$ cat config.mk
export PLATFORM = sky130hd
export DESIGN_NAME = counter_sweep_ctrl_flat
export DESIGN_NICKNAME = d
export VERILOG_FILES = /design/src/rtl/counter_sweep_ctrl_if.sv /design/src/rtl/counter_sweep_ctrl.sv /design/src/flat_wrapper.sv
export SDC_FILE = /design/constraint.sdc
export NUM_CORES = 1
export LEC_CHECK = 0
export BUFFER_PORTS_ARGS = -buffer_cell sky130_fd_sc_hd__buf_2
export CORE_UTILIZATION = 55
export CTS_CLUSTER_SIZE = 12
export DETAILED_ROUTE_END_ITERATION = 8
export PLACE_DENSITY = 0.85
export SLEW_MARGIN = 20
export SYNTH_ARGS = -nofsm -noshare
export SYNTH_HDL_FRONTEND = slang
export SYNTH_SLANG_ARGS = --single-unit
$ cat constraint.sdc
create_clock -name i_clk -period 9.9 [get_ports i_clk]
set_input_delay 0 -clock i_clk [delete_from_list [all_inputs] [get_ports i_clk]]
set_output_delay 0 -clock i_clk [all_outputs]
set_load 0.05 [all_outputs]
$ cat src/rtl/counter_sweep_ctrl_if.sv
// rtl/counter_sweep_ctrl_if.sv - command handshake bundle for the triangle sweep sequencer
interface counter_sweep_ctrl_if #(
  parameter int WIDTH   = 6,
  parameter int REPS_W  = 4,
  parameter int DWELL_W = 4
);
  logic               cmd_valid;
  logic               cmd_ready;
  logic [WIDTH-1:0]   cmd_lo;
  logic [WIDTH-1:0]   cmd_hi;
  logic [REPS_W-1:0]  cmd_reps;
  logic [DWELL_W-1:0] cmd_dwell;

  modport master (
    output cmd_valid, cmd_lo, cmd_hi, cmd_reps, cmd_dwell,
    input  cmd_ready
  );

  modport slave (
    input  cmd_valid, cmd_lo, cmd_hi, cmd_reps, cmd_dwell,
    output cmd_ready
  );
endinterface

$ cat src/rtl/counter_sweep_ctrl.sv
// rtl/counter_sweep_ctrl.sv - drives the up/down counter through programmed triangle sweeps
module counter_sweep_ctrl #(
  parameter int WIDTH   = 6,
  parameter int REPS_W  = 4,
  parameter int DWELL_W = 4
) (
  input  logic              i_clk,
  input  logic              i_rst_n,
  counter_sweep_ctrl_if.slave cmd,
  input  logic              i_abort,
  input  logic [WIDTH-1:0]  i_cnt_value,
  output logic              o_cnt_load,
  output logic [WIDTH-1:0]  o_cnt_data,
  output logic              o_cnt_up,
  output logic              o_busy,
  output logic [REPS_W-1:0] o_reps_left,
  output logic              o_done,
  output logic              o_aborted,
  output logic              o_err
);

  typedef enum logic [2:0] {
    S_IDLE, S_LOAD, S_UP, S_DWELL_HI, S_DOWN, S_DWELL_LO, S_FIN
  } state_t;

  state_t             r_state;
  state_t             w_state_nxt;
  logic [WIDTH-1:0]   r_lo;
  logic [WIDTH-1:0]   r_hi;
  logic [DWELL_W-1:0] r_dwell;
  logic [DWELL_W-1:0] r_dwell_cnt;
  logic [REPS_W-1:0]  r_reps_left;
  logic               r_aborted;
  logic               r_err;
  logic               w_accept;
  logic               w_reject;
  logic               w_rep_dec;
  logic               w_abort_go;
  logic               w_active;
  logic               w_dwell_entry;

  always_ff @(posedge i_clk or negedge i_rst_n) begin
    if (!i_rst_n) begin
      r_state <= S_IDLE;
    end else begin
      r_state <= w_state_nxt;
    end
  end

  // The counter has no enable, so every non-stepping cycle reloads its own value.
  always_comb begin
    w_state_nxt = r_state;
    o_cnt_load  = 1'b1;
    o_cnt_data  = i_cnt_value;
    o_cnt_up    = 1'b0;
    w_accept    = 1'b0;
    w_reject    = 1'b0;
    w_rep_dec   = 1'b0;
    w_abort_go  = 1'b0;
    w_active    = (r_state == S_LOAD) || (r_state == S_UP) || (r_state == S_DOWN) ||
                  (r_state == S_DWELL_HI) || (r_state == S_DWELL_LO);
    case (r_state)
      S_IDLE: begin
        if (cmd.cmd_valid && cmd.cmd_ready) begin
          if ((cmd.cmd_lo > cmd.cmd_hi) || (cmd.cmd_reps == '0)) begin
            w_reject = 1'b1;
          end else begin
            w_accept    = 1'b1;
            w_state_nxt = S_LOAD;
          end
        end
      end
      S_LOAD: begin
        o_cnt_data  = r_lo;
        w_state_nxt = S_UP;
      end
      S_UP: begin
        if (i_cnt_value != r_hi) begin
          o_cnt_load = 1'b0;
          o_cnt_up   = 1'b1;
        end else begin
          w_state_nxt = (r_dwell != '0) ? S_DWELL_HI : S_DOWN;
        end
      end
      S_DWELL_HI: begin
        if (r_dwell_cnt == '0) w_state_nxt = S_DOWN;
      end
      S_DOWN: begin
        if (i_cnt_value != r_lo) begin
          o_cnt_load = 1'b0;
        end else begin
          w_rep_dec = 1'b1;
          if (r_reps_left == REPS_W'(1)) begin
            w_state_nxt = S_FIN;
          end else begin
            w_state_nxt = (r_dwell != '0) ? S_DWELL_LO : S_UP;
          end
        end
      end
      S_DWELL_LO: begin
        if (r_dwell_cnt == '0) w_state_nxt = S_UP;
      end
      S_FIN: begin
        w_state_nxt = S_IDLE;
      end
      default: begin
        w_state_nxt = S_IDLE;
      end
    endcase

    // Abort overrides any end-point decision made above, including the rep decrement.
    if (w_active && i_abort) begin
      w_state_nxt = S_FIN;
      o_cnt_load  = 1'b1;
      o_cnt_data  = i_cnt_value;
      o_cnt_up    = 1'b0;
      w_rep_dec   = 1'b0;
      w_abort_go  = 1'b1;
    end
  end

  assign w_dwell_entry = ((w_state_nxt == S_DWELL_HI) && (r_state != S_DWELL_HI)) ||
                         ((w_state_nxt == S_DWELL_LO) && (r_state != S_DWELL_LO));

  always_ff @(posedge i_clk or negedge i_rst_n) begin
    if (!i_rst_n) begin
      r_lo        <= '0;
      r_hi        <= '0;
      r_dwell     <= '0;
      r_dwell_cnt <= '0;
      r_reps_left <= '0;
      r_aborted   <= 1'b0;
      r_err       <= 1'b0;
    end else begin
      r_err <= w_reject;
      if (w_accept) begin
        r_lo        <= cmd.cmd_lo;
        r_hi        <= cmd.cmd_hi;
        r_dwell     <= cmd.cmd_dwell;
        r_reps_left <= cmd.cmd_reps;
        r_aborted   <= 1'b0;
      end
      if (w_rep_dec) r_reps_left <= r_reps_left - REPS_W'(1);
      if (w_abort_go) r_aborted <= 1'b1;
      // Dwell state lasts r_dwell cycles: load r_dwell-1 on entry, leave when it reaches 0.
      if (w_dwell_entry) begin
        r_dwell_cnt <= r_dwell - DWELL_W'(1);
      end else if (r_dwell_cnt != '0) begin
        r_dwell_cnt <= r_dwell_cnt - DWELL_W'(1);
      end
    end
  end

  assign cmd.cmd_ready = (r_state == S_IDLE) && i_rst_n;
  assign o_busy        = (r_state != S_IDLE);
  assign o_reps_left   = r_reps_left;
  assign o_done        = (r_state == S_FIN);
  assign o_aborted     = (r_state == S_FIN) && r_aborted;
  assign o_err         = r_err;

endmodule

$ cat src/flat_wrapper.sv
// flat-port wrapper written by rule: the top's interface ports become plain ports
module counter_sweep_ctrl_flat 
#(
  parameter int WIDTH   = 6,
  parameter int REPS_W  = 4,
  parameter int DWELL_W = 4
)
  (i_clk, i_rst_n, i_abort, i_cnt_value, o_cnt_load, o_cnt_data, o_cnt_up, o_busy, o_reps_left, o_done, o_aborted, o_err, cmd_cmd_valid, cmd_cmd_lo, cmd_cmd_hi, cmd_cmd_reps, cmd_cmd_dwell, cmd_cmd_ready);
  counter_sweep_ctrl_if #(.WIDTH(WIDTH), .REPS_W(REPS_W), .DWELL_W(DWELL_W)) cmd_i ();
  input  logic i_clk;
  input  logic i_rst_n;
  input  logic i_abort;
  input  logic [WIDTH-1:0] i_cnt_value;
  output logic o_cnt_load;
  output logic [WIDTH-1:0] o_cnt_data;
  output logic o_cnt_up;
  output logic o_busy;
  output logic [REPS_W-1:0] o_reps_left;
  output logic o_done;
  output logic o_aborted;
  output logic o_err;
  input wire logic [$bits(cmd_i.cmd_valid)-1:0] cmd_cmd_valid;
  input wire logic [$bits(cmd_i.cmd_lo)-1:0] cmd_cmd_lo;
  input wire logic [$bits(cmd_i.cmd_hi)-1:0] cmd_cmd_hi;
  input wire logic [$bits(cmd_i.cmd_reps)-1:0] cmd_cmd_reps;
  input wire logic [$bits(cmd_i.cmd_dwell)-1:0] cmd_cmd_dwell;
  output wire logic [$bits(cmd_i.cmd_ready)-1:0] cmd_cmd_ready;
  assign cmd_i.cmd_valid = cmd_cmd_valid;
  assign cmd_i.cmd_lo = cmd_cmd_lo;
  assign cmd_i.cmd_hi = cmd_cmd_hi;
  assign cmd_i.cmd_reps = cmd_cmd_reps;
  assign cmd_i.cmd_dwell = cmd_cmd_dwell;
  assign cmd_cmd_ready = cmd_i.cmd_ready;
  counter_sweep_ctrl #(.WIDTH(WIDTH), .REPS_W(REPS_W), .DWELL_W(DWELL_W)) u_core (.i_clk(i_clk), .i_rst_n(i_rst_n), .cmd(cmd_i), .i_abort(i_abort), .i_cnt_value(i_cnt_value), .o_cnt_load(o_cnt_load), .o_cnt_data(o_cnt_data), .o_cnt_up(o_cnt_up), .o_busy(o_busy), .o_reps_left(o_reps_left), .o_done(o_done), .o_aborted(o_aborted), .o_err(o_err));
endmodule
=== Word-level counts from Yosys, hierarchy flattened ===
Cells that the tools add are included.
W data, S select, Z words.

* Magnitude comparators: 1
* Equality and inequality tests: 13
* Multiplexer cells: 35
* Add/sub/neg operators: 3
* Reductions and logical operators: 21

{| class="wikitable"
|+ Operators with widths
! kind !! count
|-
| $mux W3 || 10
|-
| $pmux W3 S6 || 1
|-
| $mux W1 || 17
|-
| $mux W4 || 4
|-
| $eq A3 B3 Y1 const B || 4
|-
| $mux W6 || 2
|-
| $ne A6 B6 Y1 || 2
|-
| $sub A4 B1 Y4 const B || 3
|-
| $eq A3 B2 Y1 const B || 3
|-
| $logic_not A4 Y1 || 2
|-
| $reduce_bool A4 Y1 || 2
|-
| $gt A6 B6 Y1 || 1
|-
| $logic_and A1 B1 Y1 || 6
|-
| $logic_or A1 B1 Y1 || 6
|-
| $reduce_bool A2 Y1 || 3
|-
| $eq A4 B1 Y1 const B || 1
|-
| $eq A3 B1 Y1 const B || 1
|-
| $logic_not A3 Y1 || 1
|-
| $ne A3 B2 Y1 const B || 1
|-
| $ne A3 B3 Y1 const B || 1
|-
| $reduce_bool A3 Y1 || 1
|-
| $pmux W1 S2 || 1
|}

* Register bits after elaboration: 29
* Input bits: 30
* Logic and storage cells: 81
* Output and inout bits: 17

=== Depth between registers and ports, before layout ===
Gate-level depths: netlist (run 1).

* Depth in word-level cells: 11
* Depth in mapped cells: 15
* Depth with buffers taken out: 13

=== Worst setup path after synthesis (run 1) ===
OpenSTA, ideal clock, no wires.

* Path kind: reg-to-reg
* Start point: reg u_core.r_reps_left[1], in the netlist u_core.o_reps_left[1]
* End point: reg u_core.r_dwell_cnt[2]
* Slack: 6.718 ns
* Data required time: 9.779 ns
* Setup time: 0.121 ns
* Arrival: 3.061 ns
* Stages on the path, launching flop included: 15
* Buffers on the path: 1
* Path through: dfrtp_1 inv_1 ha_1 or3b_1 nand2_1 o31a_1 a2111o_1 o32ai_2 and2_1 buf_6 mux2i_1 ha_1 nor2b_1 o211ai_1 nand2_1

* Word-level cells in the longest chain between the ends: 9
* Elaborated cells between the ends (all ways): 12
* Those cells by class: eq/ne (3); mux (5); reduce/logical (4)

{| class="wikitable"
|+ Ends and longest elaborated chain
! element !! RTL line !! source
|-
| start: declaration || counter_sweep_ctrl.sv:32 || <nowiki>logic [REPS_W-1:0] r_reps_left;</nowiki>
|-
| start signal: assignment || counter_sweep_ctrl.sv:140 || <nowiki>r_reps_left <= cmd.cmd_reps;</nowiki>
|-
| start signal: assignment || counter_sweep_ctrl.sv:143 || <nowiki>if (w_rep_dec) r_reps_left <= r_reps_left - REPS_W'(1);</nowiki>
|-
| $eq A4 B1 Y1 * || counter_sweep_ctrl.sv:93 || <nowiki>if (r_reps_left == REPS_W'(1)) begin</nowiki>
|-
| $mux W3 * || counter_sweep_ctrl.sv:93 ||
|-
| $mux W3 * || counter_sweep_ctrl.sv:89 || <nowiki>if (i_cnt_value != r_lo) begin</nowiki>
|-
| $pmux W3 S6 * || counter_sweep_ctrl.sv:62 || <nowiki>case (r_state)</nowiki>
|-
| $mux W3 * || counter_sweep_ctrl.sv:112 || <nowiki>if (w_active && i_abort) begin</nowiki>
|-
| named net u_core.w_state_nxt[2] || counter_sweep_ctrl.sv:27 || <nowiki>state_t w_state_nxt;</nowiki>
|-
| $eq A3 B2 Y1 or $eq A3 B3 Y1 (tied branches) || counter_sweep_ctrl.sv:122, counter_sweep_ctrl.sv:123 ||
|-
| $logic_and A1 B1 Y1 (on tied branches) || counter_sweep_ctrl.sv:122, counter_sweep_ctrl.sv:123 ||
|-
| $logic_or A1 B1 Y1 * || counter_sweep_ctrl.sv:122 || <nowiki>assign w_dwell_entry = ((w_state_nxt == S_DWELL_HI) && (r_state != S_DWELL_HI)) ||</nowiki>
|-
| $mux W4 or $reduce_bool A2 Y1 (tied branches) || n/a ||
|-
| end signal: assignment || counter_sweep_ctrl.sv:147 || <nowiki>r_dwell_cnt <= r_dwell - DWELL_W'(1);</nowiki>
|-
| end signal: assignment || counter_sweep_ctrl.sv:149 || <nowiki>r_dwell_cnt <= r_dwell_cnt - DWELL_W'(1);</nowiki>
|-
| end: declaration || counter_sweep_ctrl.sv:31 || <nowiki>logic [DWELL_W-1:0] r_dwell_cnt;</nowiki>
|}

Mark *: on every way through the listed nets, which the timed path passes. The rest lies on a longest branch.
A chain may end at the register's enable or synchronous reset.

=== Final worst setup path (run 1) ===
* Start point: in cmd_cmd_hi[3]
* End point: reg u_core.r_dwell_cnt[2]

* Word-level cells in the longest chain between the ends: 10
* Elaborated cells between the ends (all ways): 13
* Those cells by class: order compare (1); eq/ne (2); mux (5); reduce/logical (5)

{| class="wikitable"
|+ Ends and longest elaborated chain
! element !! RTL line !! source
|-
| start: declaration || flat_wrapper.sv:24 || <nowiki>input wire logic [$bits(cmd_i.cmd_hi)-1:0] cmd_cmd_hi;</nowiki>
|-
| $gt A6 B6 Y1 * || counter_sweep_ctrl.sv:65 || <nowiki>if ((cmd.cmd_lo > cmd.cmd_hi) || (cmd.cmd_reps == '0)) begin</nowiki>
|-
| $logic_or A1 B1 Y1 * || counter_sweep_ctrl.sv:65 ||
|-
| $mux W3 * || counter_sweep_ctrl.sv:65 ||
|-
| $mux W3 * || counter_sweep_ctrl.sv:64 || <nowiki>if (cmd.cmd_valid && cmd.cmd_ready) begin</nowiki>
|-
| $pmux W3 S6 * || counter_sweep_ctrl.sv:62 ||
|-
| $mux W3 * || counter_sweep_ctrl.sv:112 ||
|-
| named net u_core.w_state_nxt[0] || counter_sweep_ctrl.sv:27 ||
|-
| $eq A3 B2 Y1 or $eq A3 B3 Y1 (tied branches) || counter_sweep_ctrl.sv:122, counter_sweep_ctrl.sv:123 ||
|-
| $logic_and A1 B1 Y1 (on tied branches) || counter_sweep_ctrl.sv:122, counter_sweep_ctrl.sv:123 ||
|-
| $logic_or A1 B1 Y1 * || counter_sweep_ctrl.sv:122 ||
|-
| $mux W4 or $reduce_bool A2 Y1 (tied branches) || n/a ||
|}

Marked as above.

==> metrics, run 1 <==
sequential share of power 34.7%; Hold Slack 0.0623 ns; die height 60.9 um; Synth top cells by count 46 x nand2_1, 29 x dfrtp_1, 13 x inv_1, 13 x nor2_1, 10 x xnor2_1; register area share after synthesis 38.1%; CTS buffer count 5; synth warn 0; remaining global-route overflow 0; Die X 60.9 um; CTS tree built; Min Clock Period, post-route 3.61 ns; R2R Path Start u_core.r_dwell[1]$_DFFE_PN0P_; share of the synthesized area in the top cell type 38.1%; Worst R2R Setup Slack 6.45 ns; CTS Root Cell clkbuf_4; crit path max fanout 26; htree depth 2; Worst R2R End u_core.r_dwell_cnt[2]$_DFFE_PN0P_; core area 3340 sq um; status complete, no violations; FP Rows 21; Ant. Diodes 0; Via density 5.56; most frequent cell after synthesis nand2_1; syn_area_per_cell 8.71 sq um; internal power 0.341 mW; critical path's largest stage delay 0.74 ns; clk buf depth 2; initial antenna violation count 0; largest net degree at the start of global routing 31; cts hold-fix bufs 21; Fin Setup TNS 0 ns; RSZ-0062 raised after global routing false; Psw 0.321 mW; FFs w/ async S/R, synth 100%; Final ANT Viol Nets 0; via count 1852; Clock Power Share 12.5%; # fillers 274; Post-CTS Setup Repair Bufs 0; Initial Util 57.1%; HPWL after DPL 3.34 mm; worst path cell trace dlygate4sd3_1, buf_2, inv_1, ha_1, a211oi_1, nor2_1, o32a_1, or3_1, a21oi_2, and2_1, mux2i_1, ha_1, nor2b_1, o211ai_1, nand2_1; DIE AREA 3710 sq um; WL final 4.77 mm; Wirelength per Cell 14.3 um; Synth Cell Area 1910 sq um; PwrDens 270 nW/um^2; CTS resizes 0; Final Max Tran Viols 0; hold endpoint u_core.r_aborted$_DFFE_PN0P_; Crit path arrival time 3.83 ns; endpoints failing hold 0; fraction of layout cells with a size suffix above 1 23.3%; peak ir drop on the vdd network 0.107 mV; Critical Path Start Type input pin; Gate power share 52.8%; final clock skew 0.00643 ns; most used flip-flop cell after synthesis dfrtp_1; R2R depth 11; final net count 325; clk sinks 29; Iteration-0 DRC Markers 143; Slew Limit Headroom 44.5%; Hold Path Cell Cnt 3; Slew @ Worst Pin 0.822 ns; sw frac 48.5%; Tot GR Track Use 29.1%; Leakage 1.18 nW; Area Growth Syn to Fin 28.4%; boundary pin count 47; Hold Crit Start i_abort; routability cong. 0.942; vias in the first global route 1733; upper clock frequency limit 277 MHz; type of the most critical hold path input pin to flop; crit share post-route 36.4%; final setup vio count 0; Post-synth EDFFs 0; drt pass-1 iters 4; critical path type input pin to flop; synth unique cells 51; Synth Instances 219; register bit total from synthesis 29; Synth Net Count 258; Max-cap violations 0; clk_lat worst skew 0.33 ns; cell seen most often among critical-path stages ha_1; CP Capture Type flop; Crit-path slowest cell or3_1; ranking of synthesized cells by area dfrtp_1 38%, nand2_1 9.1%, ha_1 5.9%; area leader, netlist dfrtp_1; first-pass GRT wire length 7.73 mm; Clk pin slew, worst setup/hold paths 0.09 ns; # port buffers 46; drt drc 0; Worst EP required 10.12 ns
-- state kept, by name, summed over array words and instances, names as in the netlist --
name and cells:
u_core.r_state 3, u_core.r_aborted 1, u_core.r_hi 6, u_core.o_reps_left 4
u_core.r_dwell_cnt 4, u_core.r_lo 6, u_core.o_err 1, u_core.r_dwell 4
-- how the worst max path moves through the flow --
| stage | depth (start not counted) | end | start |
|---|---|---|---|
| after CTS | 15 | u_core.r_dwell_cnt[2]$_DFFE_PN0P_ | cmd_cmd_hi[3] |
| after global routing | 15 | u_core.r_dwell_cnt[2]$_DFFE_PN0P_ | cmd_cmd_hi[3] |
| after global placement | 14 | u_core.r_dwell_cnt[2]$_DFFE_PN0P_ | cmd_cmd_hi[3] |
| after floorplan | 14 | u_core.r_dwell_cnt[2]$_DFFE_PN0P_ | u_core.o_reps_left[1]$_DFFE_PN0P_ |
| after detailed placement | 11 | u_core.r_dwell_cnt[2]$_DFFE_PN0P_ | u_core.r_dwell[1]$_DFFE_PN0P_ |
| final | 15 | u_core.r_dwell_cnt[2]$_DFFE_PN0P_ | cmd_cmd_hi[3] |
-- power groups by stage --
| stage | clock (mW) | sequential, mW | combinational, mW |
|---|---|---|---|
| global placement | 0 | 0.228 | 0.326 |
| CTS | 0.0854 | 0.228 | 0.345 |
| finish | 0.0829 | 0.229 | 0.350 |
| global route | 0.0904 | 0.239 | 0.385 |
| floorplan | 0 | 0.241 | 0.247 |
| detailed placement | 0 | 0.231 | 0.338 |
-- cell type report --
cell class | instances | area (sq um) | area share [%]
clock buffer | 7 | 65.1 | 2.66
clock inverter | 1 | 5.00 | 0.204
inverter | 13 | 48.8 | 1.99
multi-input combinational | 168 | 1090 | 44.6
sequential | 29 | 726 | 29.6
tap | 46 | 57.6 | 2.35
timing repair buffer | 69 | 455 | 18.6
-- cells by family after synthesis --
kind of cell,after synthesis,share of synthesized area [%]
and+or+nand+nor,91,22.5
AOI/OAI and AO/OA,46,17.6
DFF,29,38.1
buffers and inverters,22,4.72
xor gates and xnor gates,12,5.51
muxes,10,5.71
adders and majority gates,9,5.91
-- worst max-delay path: cells and delay by family --
family / cells / cell delay, ns
adders and majority gates: 2 / 0.54
buffers and inverters: 3 / 0.67
AOI/OAI and AO/OA: 4 / 1.16
muxes: 1 / 0.24
and+or+nand+nor: 5 / 1.22
-- cells in the final DEF, fill, tap and decap left out, types with 3 or more instances in the layout --
| master | n |
|---|---|
| nor4_1 | 3 |
| a21oi_1 | 6 |
| o31ai_1 | 3 |
| mux2_2 | 7 |
| nor2_1 | 13 |
| o21ai_1 | 6 |
| o21ai_0 | 4 |
| mux2i_1 | 3 |
| dlygate4sd3_1 | 21 |
| nand4_1 | 3 |
| buf_2 | 46 |
| inv_1 | 13 |
| nor3_1 | 5 |
| xnor2_1 | 10 |
| clkbuf_4 | 5 |
| a211oi_1 | 5 |
| nor2b_1 | 5 |
| ha_1 | 9 |
| dfrtp_1 | 29 |
| nand2_1 | 46 |
-- layer usage --
| layer | routed length, um | up-vias | global-route usage, % |
|---|---|---|---|
| met4 | 89 | 0 | 10.4 |
| met1 | 2020 | 854 | 35.0 |
| met2 | 2380 | 74 | 49.9 |
| met5 | 0 | - | 0 |
| met3 | 281 | 11 | 8.10 |
| li1 | - | 913 | - |
-- metrics by stage --
stage | cells | utilization (%) | total power, mW | worst slack, ns | instance area, sq um
floorplan | 219 | - | 0.488 | 6.72 | 1910
global placement | 304 | 65.0 | 0.554 | 6.64 | 2170
detailed placement | 304 | 65.0 | 0.569 | 6.49 | 2170
CTS | 333 | 73.4 | 0.659 | 6.34 | 2450
global route | 333 | 73.4 | 0.714 | 6.02 | 2450
finish | 333 | 73.4 | 0.662 | 6.29 | 2450
(Power assumes the default switching activity.)
==> run 2, diff against run 1 <==
--- a/config.mk
+++ b/config.mk
@@ -6,10 +6,10 @@
 export NUM_CORES = 1
 export LEC_CHECK = 0
 export BUFFER_PORTS_ARGS = -buffer_cell sky130_fd_sc_hd__buf_2
-export CORE_UTILIZATION = 55
+export CORE_UTILIZATION = 53
 export CTS_CLUSTER_SIZE = 12
 export DETAILED_ROUTE_END_ITERATION = 8
-export PLACE_DENSITY = 0.85
+export PLACE_DENSITY = 0.82
 export SLEW_MARGIN = 20
 export SYNTH_ARGS = -nofsm -noshare
 export SYNTH_HDL_FRONTEND = slang
==> constraint.sdc (replaced) <==
create_clock -name i_clk -period 3.75 [get_ports i_clk]
set_input_delay 0 -clock i_clk [delete_from_list [all_inputs] [get_ports i_clk]]
set_output_delay 0 -clock i_clk [all_outputs]
set_load 0.05 [all_outputs]
==> run 2 against run 1 <==
- first-iteration DRC count is 13% lower
- core utilization is 0.18 points lower
- sequential share of layout area is 0.39 points lower
- hold slack worse by 0.031 ns
- final cell count is 1.2% higher
- combinational power grew to 2.6 times the previous value
- critical path depth is 4 lower
- flip-flop and latch count stayed put
- highest routed layer unchanged
==> metrics, run 2 (synthesis gave the netlist of run 1 again) <==
status complete, no violations; type of the most critical hold path input pin to flop; largest net degree at the start of global routing 30 (-3.2%); sw frac 47.9% (-0.65 points); RSZ-0062 raised after global routing false; Wirelength per Cell 13.8 um (-3.5%); remaining global-route overflow 0 (unchanged); CP Capture Type flop; Critical Path Start Type flop; Min Clock Period, post-route 3.36 ns; CTS Root Cell clkbuf_4; # port buffers 46 (unchanged); Max-cap violations 0 (unchanged); R2R depth 11 (unchanged); PwrDens 700 nW/um^2 (+160%); Die X 62.0 um (+1.8%); CTS tree built; pre-CTS setup slack 0.405 ns (-6.09 ns); first-pass GRT wire length 7.89 mm (+2.0%); Iteration-0 DRC Markers 125 (-13%); Leakage 1.20 nW (+1.7%); critical path type flop to flop; Slew @ Worst Pin 0.637 ns (-0.185 ns); Tot GR Track Use 29.1% (about the same); CTS buffer count 5 (unchanged); initial antenna violation count 0 (unchanged); Worst EP required 4.03 ns (-6.09 ns); Ant. Diodes 0 (unchanged); fraction of layout cells with a size suffix above 1 24.1% (+0.71 points); sequential share of power 34.7% (about the same); die height 62.0 um (+1.8%); Clk pin slew, worst setup/hold paths 0.10 ns (about the same); Fin Setup TNS 0 ns (unchanged); most frequent cells in the layout 46 x nand2_1, 46 x buf_2, 29 x dfrtp_1, 22 x dlygate4sd3_1; Slew Limit Headroom 57.1% (+13 points); Crit path arrival time 3.64 ns (-0.19 ns); drt pass-1 iters 4 (unchanged); Psw 0.831 mW (+160%); biggest regs u_core.r_hi (6), u_core.r_lo (6); Hold Slack 0.0318 ns (-0.0306 ns); routability cong. 0.879 (-6.7%); upper clock frequency limit 298 MHz; DIE AREA 3840 sq um (+3.6%); clk_lat worst skew 0.34 ns (about the same); via count 1821 (-1.7%); Final ANT Viol Nets 0 (unchanged); Initial Util 56.3% (-0.89 points); # fillers 265 (-3.3%); Worst Setup Slack, final 0.394 ns (-5.90 ns); Via density 5.40 (-2.8%); peak ir drop on the vdd network 0.283 mV (+170%); CTS resizes 0 (unchanged); final setup vio count 0 (unchanged); core area 3390 sq um (+1.6%); boundary pin count 47 (unchanged); vias in the first global route 1775 (+2.4%); cts hold-fix bufs 22 (+4.8%); placed cell count 307 (+0.99%); HPWL after DPL 3.20 mm (-4.3%); clk buf depth 2 (unchanged); Gate power share 52.5% (-0.3 points); internal power 0.905 mW (+170%); endpoints failing hold 0 (unchanged); final clock skew 0.0102 ns (+0.00381 ns); FP Rows 21 (unchanged); Final Max Tran Viols 0 (unchanged); final net count 329 (+1.2%); WL final 4.66 mm (-2.3%); crit share post-route 89.5%; crit path max fanout 6 (-77%); Finished Layout Cells 337 (+1.2%); drt drc 0 (unchanged); htree depth 2 (unchanged); Post-CTS Setup Repair Bufs 0 (unchanged); Hold Path Cell Cnt 3 (unchanged); Clock Power Share 12.8% (+0.3 points); Area Growth Syn to Fin 30.1%; clk sinks 29 (unchanged)
[run 2: changes by cell type in the layout (fill, tap and decap cells not counted), sizes merged]
cell / change
buf: +3
dlygate4sd3: +1
[run 2: final timing paths]
path,slack (ns),startpoint,endpoint
hold / removal,0.03,i_abort,u_core.r_aborted$_DFFE_PN0P_
max in group asynchronous,3.26,i_rst_n,u_core.r_dwell[0]$_DFFE_PN0P_
min in group asynchronous,0.20,i_rst_n,u_core.r_dwell_cnt[0]$_DFFE_PN0P_
setup reg to reg,0.39,u_core.r_dwell[0]$_DFFE_PN0P_,u_core.r_dwell_cnt[2]$_DFFE_PN0P_
hold reg to reg,0.50,u_core.r_hi[0]$_DFFE_PN0P_,u_core.r_hi[0]$_DFFE_PN0P_
setup / recovery,0.39,u_core.r_dwell[0]$_DFFE_PN0P_,u_core.r_dwell_cnt[2]$_DFFE_PN0P_
[run 2: cell type report]
class	count	area (sq um)	area share, %
clock inverter	1	5.00	0.202
sequential	29	726	29.2
inverter	13	48.8	1.97
multi-input combinational	168	1090	44.0
clock buffer	7	65.1	2.62
timing repair buffer	73	488	19.7
tap	46	57.6	2.32
[run 2: layer usage]
layer | up-vias | share of wire [%] | global-route usage (%) | routed length (um)
li1 | 918 | - | - | -
met1 | 839 | 43 | 35.7 | 2010
met2 | 54 | 51 | 46.8 | 2360
met3 | 10 | 3.7 | 8.49 | 174
met4 | 0 | 2.4 | 14.3 | 111
met5 | - | 0 | 0 | 0
[run 2: power groups by stage]
| stage | sequential, mW | combinational [mW] | clock, mW |
|---|---|---|---|
| 2_1_floorplan | 0.636 | 0.652 | 0 |
| 3_3_place_gp | 0.599 | 0.864 | 0 |
| 3_5_place_dp | 0.609 | 0.884 | 0 |
| 4_1_cts | 0.601 | 0.908 | 0.224 |
| 5_1_grt | 0.630 | 1.02 | 0.242 |
| 6_report | 0.603 | 0.911 | 0.222 |
[run 2: critical path: stages, from the launching register on]
cell       delay (ns)
dfrtp_1          0.44
or4_4            0.54
or3_1            0.41
o21a_1           0.21
a2111o_1         0.40
o32ai_2          0.22
and2_1           0.29
mux2i_1          0.22
ha_1             0.22
nor3b_1          0.21
o2bb2ai_1        0.10
nand2_1          0.06
[run 2: through the flow]
step / util [%] / cell area, sq um / power (mW)
after CTS: 73.2 / 2480 / 1.73
final: 73.2 / 2480 / 1.74
after global routing: 73.2 / 2480 / 1.89
after detailed placement: 64.6 / 2190 / 1.49
after floorplan: - / 1910 / 1.29
after global placement: 64.6 / 2190 / 1.46
==> run 3, diff against run 2 <==
--- a/config.mk
+++ b/config.mk
@@ -6,10 +6,11 @@
 export NUM_CORES = 1
 export LEC_CHECK = 0
 export BUFFER_PORTS_ARGS = -buffer_cell sky130_fd_sc_hd__buf_2
-export CORE_UTILIZATION = 53
+export CORE_UTILIZATION = 55
+export CTS_BUF_LIST = sky130_fd_sc_hd__clkbuf_4 sky130_fd_sc_hd__clkbuf_8
 export CTS_CLUSTER_SIZE = 12
 export DETAILED_ROUTE_END_ITERATION = 8
-export PLACE_DENSITY = 0.82
+export PLACE_DENSITY = 0.85
 export SLEW_MARGIN = 20
 export SYNTH_ARGS = -nofsm -noshare
 export SYNTH_HDL_FRONTEND = slang
==> run 3 against run 2 <==
- clock power is 2% lower
- global-route usage is 2.6 points lower
- final cell count is 0.30% lower
==> metrics, run 3 (synthesis gave the netlist of run 1 again) <==
status complete, no violations; remaining global-route overflow 0 (unchanged); clk sinks 29 (unchanged); Crit path arrival time 3.68 ns (+0.04 ns); Min Clock Period, post-route 3.41 ns (+0.0533 ns); clk buf depth 2 (unchanged); Tot GR Track Use 26.5% (-2.6 points); Hold Crit Start i_abort; type of the most critical hold path input pin to flop; drt pass-1 iters 4 (unchanged); Hold Slack 0.0650 ns (+0.0332 ns); peak ir drop on the vdd network 0.334 mV (+18%); biggest regs u_core.r_hi (6), u_core.r_lo (6); Area Growth Syn to Fin 29.7%; Ant. Diodes 0 (unchanged); Critical Path Sink u_core.r_dwell_cnt[2]$_DFFE_PN0P_; Iteration-0 DRC Markers 147 (+18%); drt drc 0 (unchanged); PwrDens 700 nW/um^2 (about the same); Worst EP required 4.02 ns (about the same); Register Area 726 sq um (unchanged); Worst R2R Setup Slack 0.34 ns (-0.05 ns); fraction of layout cells with a size suffix above 1 23.8% (-0.26 points); final net count 328 (-0.30%); via count 1832 (+0.60%); clk_lat worst skew 0.33 ns (about the same); boundary pin count 47 (unchanged); CTS buffer count 5 (unchanged); final setup vio count 0 (unchanged); endpoints failing hold 0 (unchanged); FP Rows 21 (unchanged); # fillers 242 (-8.7%); vias in the first global route 1606 (-9.5%); initial antenna violation count 0 (unchanged); WL final 4.50 mm (-3.5%); fin util 74.1% (+0.93 points); Worst Setup Slack, final 0.340 ns (-0.0533 ns); largest net degree at the start of global routing 30 (unchanged); Slew Limit Headroom 51.4% (-5.8 points); Critical Path Start Type flop; R2R depth 11 (unchanged); # port buffers 46 (unchanged); Final Max Tran Viols 0 (unchanged); Final Instance Area 2470 sq um (-0.30%); crit path launch u_core.r_dwell[0]$_DFFE_PN0P_; HPWL after DPL 3.19 mm (-0.27%); Wirelength per Cell 13.4 um (-3.2%); routability cong. 0.889 (+1.1%); critical path type flop to flop; Clk pin slew, worst setup/hold paths 0.09 ns (about the same); Worst R2R End u_core.r_dwell_cnt[2]$_DFFE_PN0P_; Slew @ Worst Pin 0.720 ns (+0.0830 ns); die height 60.9 um (-1.8%); htree depth 2 (unchanged); Fin Setup TNS 0 ns (unchanged); RSZ-0062 raised after global routing false; multi-input logic area 1090 sq um (unchanged); Finished Layout Cells 336 (-0.30%); Leakage 1.20 nW (-0.35%); CP Capture Type flop; Final ANT Viol Nets 0 (unchanged); CTS resizes 0 (unchanged); total power 1.73 mW (-0.21%); upper clock frequency limit 293 MHz (-1.6%); Initial Util 57.1% (+0.89 points); R2R Path Start u_core.r_dwell[0]$_DFFE_PN0P_; CTS tree built; Placed Area 2180 sq um (-0.34%); crit share post-route 90.9% (+1.4 points); CTS Root Cell clkbuf_4; Via density 5.45 (+0.90%); core area 3340 sq um (-1.6%); Max-cap violations 0 (unchanged); DIE AREA 3710 sq um (-3.5%); first-pass GRT wire length 7.11 mm (-9.9%); pre-CTS setup slack 0.396 ns (-0.00883 ns); placed cell count 306 (-0.33%); crit path max fanout 6 (unchanged); most frequent cells in the layout 46 x nand2_1, 46 x buf_2, 29 x dfrtp_1, 22 x dlygate4sd3_1; final clock skew 0.00604 ns (-0.00421 ns); Die X 60.9 um (-1.8%)
-- run 3: cell types whose count changed in the layout (fill, tap and decap cells not counted) --
cell,previous run,this run
buf_4,5,4
-- run 3: what timing repair did --
| action | in CTS | in global routing |
|---|---|---|
| setup buffers | 0 | 0 |
| hold buffers | 22 | 0 |
| hold endpoints to repair | 49 | 0 |
-- run 3: how the worst min path moves through the flow --
| stage | endpoint | cells past startpoint | slack [ns] |
|---|---|---|---|
| final | u_core.r_aborted$_DFFE_PN0P_ | 3 | 0.06 |
| after global routing | u_core.r_aborted$_DFFE_PN0P_ | 3 | 0.08 |
| after CTS | u_core.o_reps_left[3]$_DFFE_PN0P_ | 4 | 0.04 |
| after detailed placement | u_core.r_dwell_cnt[2]$_DFFE_PN0P_ | 2 | 0.06 |
| after global placement | u_core.r_dwell_cnt[2]$_DFFE_PN0P_ | 2 | 0.05 |
| after floorplan | u_core.o_err$_DFF_PN0_ | 0 | -0.30 |
-- run 3: cell type report --
type | instances | share of cell area, %
multi-input cells | 168 | 44.1
flip-flops and latches | 29 | 29.3
repair buffers | 72 | 19.4
clock buffers | 7 | 2.63
well taps | 46 | 2.33
inverters | 13 | 1.97
clock inverters | 1 | 0.202
-- run 3: power breakdown --
group          switching, mW  internal (mW)
sequential             0.157          0.451
clock                  0.108          0.109
combinational          0.566          0.342
-- run 3: per-layer routing --
metal / routed length (um) / vias up / track usage, % / share of wire (%)
met5: 0 / - / 0 / 0
met4: 82 / 0 / 9.42 / 1.8
met3: 189 / 9 / 6.61 / 4.2
met2: 2220 / 51 / 44.3 / 49
met1: 2010 / 858 / 33.5 / 45
li1: - / 914 / - / -
-- run 3: critical path, stage by stage, from the launching register on --
cell	delay [ns]
dfrtp_1	0.46
or4_4	0.54
or3_1	0.40
o21a_1	0.21
a2111o_1	0.40
o32ai_2	0.22
and2_1	0.30
mux2i_1	0.22
ha_1	0.23
nor3b_1	0.21
o2bb2ai_1	0.10
nand2_1	0.06
